[src/rtl/value_display_seq.sv]
// Multi-digit decimal readout overlay with an optional unit glyph.
// A serial double-dabble engine converts each sampled reading to BCD, and the
// result is committed only at frame start so that digits never tear mid-frame.

// Seven-segment style 16x32 glyph generator for codes 0-9 and A, b, C, d, E, F.
module font16x32 (
    input  logic [3:0] code_i,
    input  logic [3:0] col_i,
    input  logic [4:0] row_i,
    output logic       pixel_o
);
    // Segment set per code, bit 6 = a (top) ... bit 0 = g (middle)
    logic [6:0] seg;
    // Which segment areas the current cell pixel falls into
    logic [6:0] region;

    // Character code to lit segments
    always_comb begin
        case (code_i)
            4'h0:    seg = 7'b1111110;
            4'h1:    seg = 7'b0110000;
            4'h2:    seg = 7'b1101101;
            4'h3:    seg = 7'b1111001;
            4'h4:    seg = 7'b0110011;
            4'h5:    seg = 7'b1011011;
            4'h6:    seg = 7'b1011111;
            4'h7:    seg = 7'b1110000;
            4'h8:    seg = 7'b1111111;
            4'h9:    seg = 7'b1111011;
            4'hA:    seg = 7'b1110111;
            4'hB:    seg = 7'b0011111;
            4'hC:    seg = 7'b1001110;
            4'hD:    seg = 7'b0111101;
            4'hE:    seg = 7'b1001111;
            default: seg = 7'b1000111;
        endcase
    end

    // Segment geometry: 3-pixel strokes inside the 16x32 cell
    always_comb begin
        region    = '0;
        region[6] = (row_i >= 5'd1)  && (row_i <= 5'd3)  && (col_i >= 4'd3)  && (col_i <= 4'd12);
        region[5] = (col_i >= 4'd12) && (col_i <= 4'd14) && (row_i >= 5'd2)  && (row_i <= 5'd16);
        region[4] = (col_i >= 4'd12) && (col_i <= 4'd14) && (row_i >= 5'd15) && (row_i <= 5'd29);
        region[3] = (row_i >= 5'd28) && (row_i <= 5'd30) && (col_i >= 4'd3)  && (col_i <= 4'd12);
        region[2] = (col_i >= 4'd1)  && (col_i <= 4'd3)  && (row_i >= 5'd15) && (row_i <= 5'd29);
        region[1] = (col_i >= 4'd1)  && (col_i <= 4'd3)  && (row_i >= 5'd2)  && (row_i <= 5'd16);
        region[0] = (row_i >= 5'd15) && (row_i <= 5'd17) && (col_i >= 4'd3)  && (col_i <= 4'd12);
    end

    assign pixel_o = |(seg & region);
endmodule

module value_display_seq #(
    parameter int         X1            = 0,
    parameter int         Y1            = 0,
    parameter int         WIDTH         = 8,
    parameter int         DIGITS        = 3,
    parameter int         BLANK_LEADING = 1,
    parameter int         SUFFIX_EN     = 1,
    parameter logic [3:0] SUFFIX_CODE   = 4'hA
) (
    input  logic                  clk,
    input  logic                  reset_n,
    input  logic [WIDTH-1:0]      value,
    input  logic                  value_valid,
    input  logic                  frame_start,
    input  logic [9:0]            x,
    input  logic [9:0]            y,
    output logic                  on_display,
    output logic                  busy,
    output logic                  overflow,
    output logic [4*DIGITS-1:0]   bcd_shown
);
    localparam int          ACC_W   = 4 * DIGITS;
    localparam int          CNT_W   = $clog2(WIDTH + 1);
    localparam int unsigned MAX_VAL = 10 ** DIGITS - 1;

    typedef enum logic [1:0] {IDLE, SHIFT, WAIT_FRAME} state_t;

    state_t             state_q;
    logic [WIDTH-1:0]   sr_q;
    logic [ACC_W-1:0]   acc_q;
    logic [CNT_W-1:0]   cnt_q;
    logic               ovf_next_q;
    logic               pend_q;
    logic [WIDTH-1:0]   pend_val_q;
    logic [ACC_W-1:0]   bcd_shown_q;
    logic               overflow_q;
    logic               on_display_q;
    logic               on_display_d;
    logic [ACC_W-1:0]   acc_shift_d;

    // Double-dabble correction: add 3 to every nibble that is 5 or more
    function automatic logic [ACC_W-1:0] dabble_adj(input logic [ACC_W-1:0] a);
        logic [ACC_W-1:0] r;
        r = a;
        for (int i = 0; i < DIGITS; i++) begin
            if (a[4*i +: 4] >= 4'd5) r[4*i +: 4] = a[4*i +: 4] + 4'd3;
        end
        return r;
    endfunction

    // True when the reading cannot be shown in DIGITS decimal places
    function automatic logic ovf_of(input logic [WIDTH-1:0] v);
        return 32'(v) > MAX_VAL;
    endfunction

    // Corrected accumulator shifted left with the next binary bit entering at the bottom
    always_comb begin
        acc_shift_d = dabble_adj(acc_q);
        acc_shift_d = {acc_shift_d[ACC_W-2:0], sr_q[WIDTH-1]};
    end

    // Conversion / commit sequencer with one-deep last-wins pending slot
    always_ff @(posedge clk or negedge reset_n) begin
        if (!reset_n) begin
            state_q     <= IDLE;
            sr_q        <= '0;
            acc_q       <= '0;
            cnt_q       <= '0;
            ovf_next_q  <= 1'b0;
            pend_q      <= 1'b0;
            pend_val_q  <= '0;
            bcd_shown_q <= '0;
            overflow_q  <= 1'b0;
        end else begin
            case (state_q)
                IDLE: begin
                    if (value_valid) begin
                        sr_q       <= value;
                        ovf_next_q <= ovf_of(value);
                        acc_q      <= '0;
                        cnt_q      <= '0;
                        state_q    <= SHIFT;
                    end
                end
                SHIFT: begin
                    acc_q <= acc_shift_d;
                    sr_q  <= sr_q << 1;
                    cnt_q <= cnt_q + CNT_W'(1);
                    if (cnt_q == CNT_W'(WIDTH - 1)) state_q <= WAIT_FRAME;
                    if (value_valid) begin
                        pend_q     <= 1'b1;
                        pend_val_q <= value;
                    end
                end
                WAIT_FRAME: begin
                    if (value_valid) begin
                        pend_q     <= 1'b1;
                        pend_val_q <= value;
                    end
                    if (frame_start) begin
                        bcd_shown_q <= ovf_next_q ? {DIGITS{4'h9}} : acc_q;
                        overflow_q  <= ovf_next_q;
                        acc_q       <= '0;
                        cnt_q       <= '0;
                        if (pend_q) begin
                            // Older pending value converts now; a same-cycle strobe stays pending
                            sr_q       <= pend_val_q;
                            ovf_next_q <= ovf_of(pend_val_q);
                            pend_q     <= value_valid;
                            state_q    <= SHIFT;
                        end else if (value_valid) begin
                            // Same-cycle strobe with an empty slot converts directly
                            sr_q       <= value;
                            ovf_next_q <= ovf_of(value);
                            pend_q     <= 1'b0;
                            state_q    <= SHIFT;
                        end else begin
                            state_q    <= IDLE;
                        end
                    end
                end
                default: state_q <= IDLE;
            endcase
        end
    end

    // Pixel hit testing and glyph lookup
    logic [10:0]       dy;
    logic              row_hit;
    logic [DIGITS-1:0] cell_hit;
    logic [DIGITS-1:0] cell_pix;
    logic [DIGITS-1:0] lead_zero;
    logic              suffix_lit;

    assign dy      = {1'b0, y} - 11'(Y1);
    assign row_hit = dy < 11'd32;

    for (genvar g = 0; g < DIGITS; g++) begin : g_digit
        localparam int LEFT = X1 + 16 * (DIGITS - 1 - g);
        logic [10:0] dx;
        assign dx          = {1'b0, x} - 11'(LEFT);
        assign cell_hit[g] = (dx < 11'd16) && row_hit;
        font16x32 u_font (
            .code_i  (bcd_shown_q[4*g +: 4]),
            .col_i   (dx[3:0]),
            .row_i   (dy[4:0]),
            .pixel_o (cell_pix[g])
        );
    end

    if (SUFFIX_EN != 0) begin : g_suffix
        localparam int LEFT = X1 + 16 * DIGITS;
        logic [10:0] dx;
        logic        pix;
        assign dx = {1'b0, x} - 11'(LEFT);
        font16x32 u_font (
            .code_i  (SUFFIX_CODE),
            .col_i   (dx[3:0]),
            .row_i   (dy[4:0]),
            .pixel_o (pix)
        );
        assign suffix_lit = (dx < 11'd16) && row_hit && pix;
    end else begin : g_no_suffix
        assign suffix_lit = 1'b0;
    end

    // Leading-zero run from the MS digit downward, then OR of unmasked cell pixels
    always_comb begin
        lead_zero             = '0;
        lead_zero[DIGITS-1]   = (bcd_shown_q[ACC_W-1 -: 4] == 4'd0);
        for (int i = DIGITS - 2; i >= 0; i--) begin
            lead_zero[i] = lead_zero[i+1] && (bcd_shown_q[4*i +: 4] == 4'd0);
        end
        on_display_d = suffix_lit;
        for (int i = 0; i < DIGITS; i++) begin
            if (cell_hit[i] && cell_pix[i] && !((BLANK_LEADING != 0) && (i > 0) && lead_zero[i])) begin
                on_display_d = 1'b1;
            end
        end
    end

    // Registered pixel output, one cycle behind x/y
    always_ff @(posedge clk or negedge reset_n) begin
        if (!reset_n) on_display_q <= 1'b0;
        else          on_display_q <= on_display_d;
    end

    assign on_display = on_display_q;
    assign busy       = (state_q != IDLE);
    assign overflow   = overflow_q;
    assign bcd_shown  = bcd_shown_q;
endmodule

[config.mk]
export PLATFORM = sky130hd
export DESIGN_NAME = value_display_seq
export DESIGN_NICKNAME = d
export VERILOG_FILES = /design/src/rtl/value_display_seq.sv
export SDC_FILE = /design/constraint.sdc
export NUM_CORES = 1
export LEC_CHECK = 0
export CAP_MARGIN = 40
export CORE_ASPECT_RATIO = 0.6
export CORE_MARGIN = 3
export CORE_UTILIZATION = 41
export CTS_BUF_LIST = sky130_fd_sc_hd__clkbuf_4
export CTS_CLUSTER_DIAMETER = 200
export DETAILED_ROUTE_END_ITERATION = 12
export PLACE_DENSITY = 0.62
export SLEW_MARGIN = 0
export SYNTH_ARGS = -nofsm -noshare
export SYNTH_HDL_FRONTEND = slang
export SYNTH_SLANG_ARGS = --single-unit
[constraint.sdc]
create_clock -name clk -period 4.3 [get_ports clk]
set_clock_uncertainty 0.1 [all_clocks]
set_input_delay 1.075 -clock clk [delete_from_list [all_inputs] [get_ports clk]]
set_output_delay 1.075 -clock clk [all_outputs]
set_load 0.005 [all_outputs]
---- Yosys cells after proc, flatten, opt, wreduce, memory -nomap -nowiden ----
Memory sizes are Yosys's and may differ from the RTL's.
Index checks and enable logic that the tools add are counted.
operators by class
  add/sub/neg operators ................... 7
  order comparisons ....................... 41
  equality and inequality tests ........... 6
  muxes and demuxes ....................... 32
  bitwise logic cells ..................... 4
  reduce and logical (&&, ||, !) cells .... 98
operators by type and width
  operator                 count
  $logic_and A1 B1 Y1      78
  $mux W12                 3
  $pmux W12 S3             1
  $lt A11 B5 Y1 const B    3
  $le A4 B4 Y1 const B     8
  $and A7 B7 Y7            4
  $reduce_or A7 Y1         4
  $mux W8                  3
  $pmux W8 S3              1
  $sub A10 B6 Y11 const B  2
  $le A5 B5 Y1 const B     4
  $ge A4 B1 Y1 const B     4
  $ge A4 B2 Y1 const B     4
  $ge A4 B4 Y1 const B     4
  $le A4 B2 Y1 const B     4
  $mux W4                  4
  $ge A4 B3 Y1 const B     3
  $mux W1                  12
  $pmux W4 S3              1
  $sub A10 B5 Y11 const B  1
  $lt A10 B5 Y1 const B    1
  $lt A10 B6 Y1 const B    1
  $add A4 B2 Y4 const B    2
  $logic_not A4 Y1         2
  22 further kinds         34
word-level totals
  register bits ........................... 50
  ROM bits ................................ 448
  bits of input ports ..................... 32
  output and inout bits ................... 15
  logic and storage cells ................. 202
  memories kept ........................... 4
memories
  name             depth  bits a word  read ports  clocked after Yosys merged registers in  wr ports  line  RTL
  (no name shown)  16     7            1           0                                        0         19    case (code_i)
  (no name shown)  16     7            1           0                                        0         19
  (no name shown)  16     7            1           0                                        0         19
  (no name shown)  16     7            1           0                                        0         19

---- Logic depth before layout (Yosys ltp) ----
  depth in word-level cells ............... 11
  mapped depth ............................ 10
  depth with buffers taken out ............ 8

---- By module ----
A second synthesis with hierarchy kept.
unflattened totals
  cell total of the unflattened synthesis .. 476
  area, all modules ....................... 4276.6 um^2
modules (own cells, without submodules)
  module             times used  cells an instance  area each (um^2)  sequential area each (um^2)
  value_display_seq  1           260                2610.0            1251.2
  font16x32          4           54                 416.6             0.0

---- Least setup slack after synthesis ----
No wires, ideal clock.
  path kind ............................... input to register
  start point ............................. input x[3]
  end point ............................... register on_display_q, in the netlist on_display
  setup time .............................. 0.138 ns
  arrival ................................. 2.188 ns
  required time ........................... 4.062 ns
  setup slack ............................. 1.873 ns
  stages on the path ...................... 7
  buffers on the path ..................... 1
  cells stage by stage .................... or2_0 -> clkbuf_2 -> o22a_1 -> o21ai_0 -> o22ai_1 -> o311ai_1 -> nand4_1
on the way
  longest elaborated chain between the ends .. 11
  elaborated cells between the ends (all ways) .. 116
  those cells by class .................... add/sub (3); order compare (28); mux (3); bitwise (4); reduce/logical (78)
RTL lines
  item                                                   line      RTL
  start, declared                                        68        input logic [9:0] x,
  $sub A10 B6 Y11, or another cell as far along          208       assign dx = {1'b0, x} - 11'(LEFT);
  $ge A4 B1 Y1, or another cell as far along             46, 47
  $logic_and A1 B1 Y1 (on tied branches) (3 in a row)    n/a
  $and A7 B7 Y7                                          51        assign pixel_o = |(seg & region);
  $reduce_or A7 Y1                                       51
  $logic_and A1 B1 Y1 (on tied branches)                 215, 229
  $mux W1 / $logic_and A1 B1 Y1 (equally long branches)  229       if (cell_hit[i] && cell_pix[i] && !((BLANK_LEADING != 0) && (i > 0) && lead_zero[i])) begin
  $mux W1                                                229
  $mux W1 (*)                                            229
  via on_display_d                                       91        logic on_display_d;
  end signal, assigned                                   238       else on_display_q <= on_display_d;
  end, declared                                          90        logic on_display_q;
The timed path passes the listed nets; every way through them passes the cells marked *.
A chain may end at the register's enable or synchronous reset.

---- Final worst setup path ----
  start point ............................. register state_q[1]
  end point ............................... output busy
on the way
  longest elaborated chain between the ends .. 1
RTL lines
  item                    line  RTL
  start, declared         81    state_t state_q;
  start signal, assigned  118   state_q <= IDLE;
  start signal, assigned  135   state_q <= SHIFT;
  start signal, assigned  142   if (cnt_q == CNT_W'(WIDTH - 1)) state_q <= WAIT_FRAME;
  $reduce_bool A2 Y1      242   assign busy = (state_q != IDLE);
  end, declared           71    output logic busy,
No other way between the ends.

==> results.toml <==
[yosys]
synth_area_leaders = "dfrtp_1 (35%), ha_1 (9.5%), o21ai_0 (5.2%)"
yosysMostFrequentCell = "dfrtp_1"
ys.flop_type = "dfrtp_1"
syn_avg_cell_area_sq_um = 8.73
synth_warnings = 0
synth_commonest_cells = "dfrtp_1 (50), nand2_1 (42), o21ai_0 (37)"
netlist.area_leader.share_pct = 35.3
synth_edf_count = 0
ys_ff_latch = 50
synth_top_area_cell = "dfrtp_1"
yosysSeqAreaShare_pct = 35.3
ys_types = 56
synth_area_sq_mm = 0.00354
syn_nets = 465
netlist_instances = 406
synthArstFlopShare_pct = 100

[worst_setup_path]
r2r_start = "state_q[0]"
cp_common_cell = "inv_1"
cp_data_required_time_ns = 3.12
end_kind = "output port"
cp_cell_sequence = "inv_1 > ha_1 > inv_1 > clkdlybuf4s50_1"
criticalPathCategory = "reg -> out"
cp_slowest_stage_delay_ns = 0.51
slowest_stage = "clkdlybuf4s50_1"
worstReg2RegEnd = "cnt_q[3]"
critPathLaunchType = "flop"
r2r_cells = 8
arrival_ns = 1.75
reg2reg_slack_ns = 1.90
cp_max_fo = 4

[worst_hold_path]
hold_path.class = "reg -> reg"
hold-path-cell-count = 2
whs_endpoint = "sr_q[3]"
min-delay-start = "sr_q[3]"

[timing]
slew_viol_final = 0
post-route-min-period_ns = 2.92
timing.fmax_mhz = 342
setup_viol = 0
fin_crit_sh_pct = 68.0
hold_viol = 0
worstMarginPinSlew_ns = 0.830
relSlewSlack_pct = 44.5
grt_setup_unrepaired = "no"
setup_tns_ns = 0

[grt]
antenna_found_initial = 0
grt_pass1_wl_um = 14700
grt_overflow = 0
grt_max_degree = 29
grt_pass1_vias = 2884
grt_usage_pct = 18.3

[finish]
design_area_sq_mm = 0.00411
nets = 499
fin_cells = 549
areaGrowthSynthToFinish_pct = 15.9
diodes = 0
drive_gt1_share_pct = 6.58

[power_and_ir_drop]
cellPowerDensity_mw_per_mm2 = 364
p_leak_uw = 0.00169
ir_drop_uv = 253
total_power_uw = 1500

[placement]
place_area_sq_mm = 0.00405
dp_cells = 541
gp_congestion = 0.876
io_buffers = 46
dp_hpwl_um = 6610

[detailed_routing]
routed_wl_um = 8720
drcViolationCount = 0
first_iter_violations = 176
postRouteAntennaNets = 0
first_pass_iters = 5
wire_per_inst_um = 15.9
viasPerCell = 5.69
dr_total_vias = 3125

[die]
die_width_um = 126
start_util_pct = 43.6
die_area_sq_mm = 0.00983
row_count = 25
core_sq_mm = 0.00813
ios = 47
die_h_um = 78.0

[clocking]
cts_made_buffers = 5
cts_hold_repair.buffers = 0
postCtsSetupRepairBufs = 0
cts_resized = 0
cts_sinks = 50
cts_root_buf = "clkbuf_4"
cts_tree = "built"
htreeDepth = 2
ctsLongestPathBuffers = 2
clk_pin_slew_ns = 0.15
clk_latency_ns = 0.39

[outcome]
status = "finished clean"

[run]
cap_violations = 0
[final cells by class]
| cell class | instances | area (sq um) |
|---|---|---|
| clock buffer | 5 | 37.5 |
| clock inverter | 3 | 16.3 |
| fill | 777 | 4030 |
| inverter | 26 | 97.6 |
| multi-input combinational | 310 | 2110 |
| sequential | 50 | 1250 |
| tap | 108 | 135 |
| timing repair buffer | 47 | 463 |
[metal layers]
metal | vias to the layer above | part of all wire [%] | routed length, um | track usage [%]
met2 | 91 | 39 | 3390 | 24.2
met4 | 0 | 0.94 | 82 | 4.07
met1 | 1486 | 54 | 4740 | 29.7
li1 | 1538 | - | - | -
met5 | - | 0 | 0 | 0
met3 | 10 | 5.8 | 504 | 3.81
[layout by cell type (no fill, tap or decap), types with 3 or more instances in the layout]
cell type,synthesis,layout
dfrtp_1,50,50
clkdlybuf4s50_1,0,45
nand2_1,42,42
o21ai_0,37,37
ha_1,27,27
inv_1,25,25
nor2_1,23,23
a21oi_1,23,23
nor3_1,13,13
nand3_1,13,13
mux2_2,13,13
nand2b_1,11,11
o22ai_1,11,11
a22o_1,11,11
nor2b_1,9,9
a22oi_1,7,7
mux2i_1,5,5
xnor2_1,5,5
clkbuf_4,0,5
o211ai_1,4,4
nor3b_1,4,4
a31oi_1,4,4
o31ai_1,4,4
and2_1,3,3
nand3b_1,3,3
a32oi_1,3,3
[cells by family after synthesis]
kind of cell / synth area share, %
flip-flops: 35.3
AO/OA/AOI/OAI: 22.7
buffers and inverters: 5.23
adder cells (fa/ha/maj): 9.53
AND/OR/NAND/NOR: 17.9
XOR/XNOR: 1.48
multiplexers: 7.87
[through the flow]
| step | setup slack, ns | hold slack, ns | utilization (%) |
|---|---|---|---|
| 6_report | 1.38 | 0.407 | 50.5 |
| 5_1_grt | 1.27 | 0.434 | 50.5 |
| 4_1_cts | 1.36 | 0.411 | 50.5 |
| 3_5_place_dp | 1.14 | 0.378 | 49.8 |
| 3_3_place_gp | 1.20 | 0.367 | 49.8 |
| 2_1_floorplan | 1.87 | 0.351 | - |
[worst max path at each step]
stage                       endpoint        start  cells past startpoint  slack, ns
after detailed placement    cnt_q[3]  frame_start                      7       1.14
after floorplan           on_display         x[3]                      7       1.87
final                           busy   state_q[1]                      4       1.38
after global routing            busy   state_q[0]                      4       1.27
after global placement      cnt_q[3]  frame_start                      7       1.20
after CTS                       busy   state_q[1]                      4       1.36
[critical path: cells and delay by family (launching register included)]
family,cells,cell delay [ns]
buffers and inverters,3,0.70
adders and majority gates,1,0.22
DFF,1,0.44
[state kept, by name (all words and copies together), names as in the netlist]
name / count
pend_val_q: 8
state_q: 2
acc_q: 12
sr_q: 8
overflow: 1
cnt_q: 4
bcd_shown: 12
pend_q: 1
on_display: 1
ovf_next_q: 1
[power by group]
part / switching (uW) / total [uW] / internal, uW
combinational: 326 / 588 / 262
sequential: 98.3 / 686 / 587
clock: 162 / 223 / 61.2
Note: power is estimated with default switching activity, not from simulation.
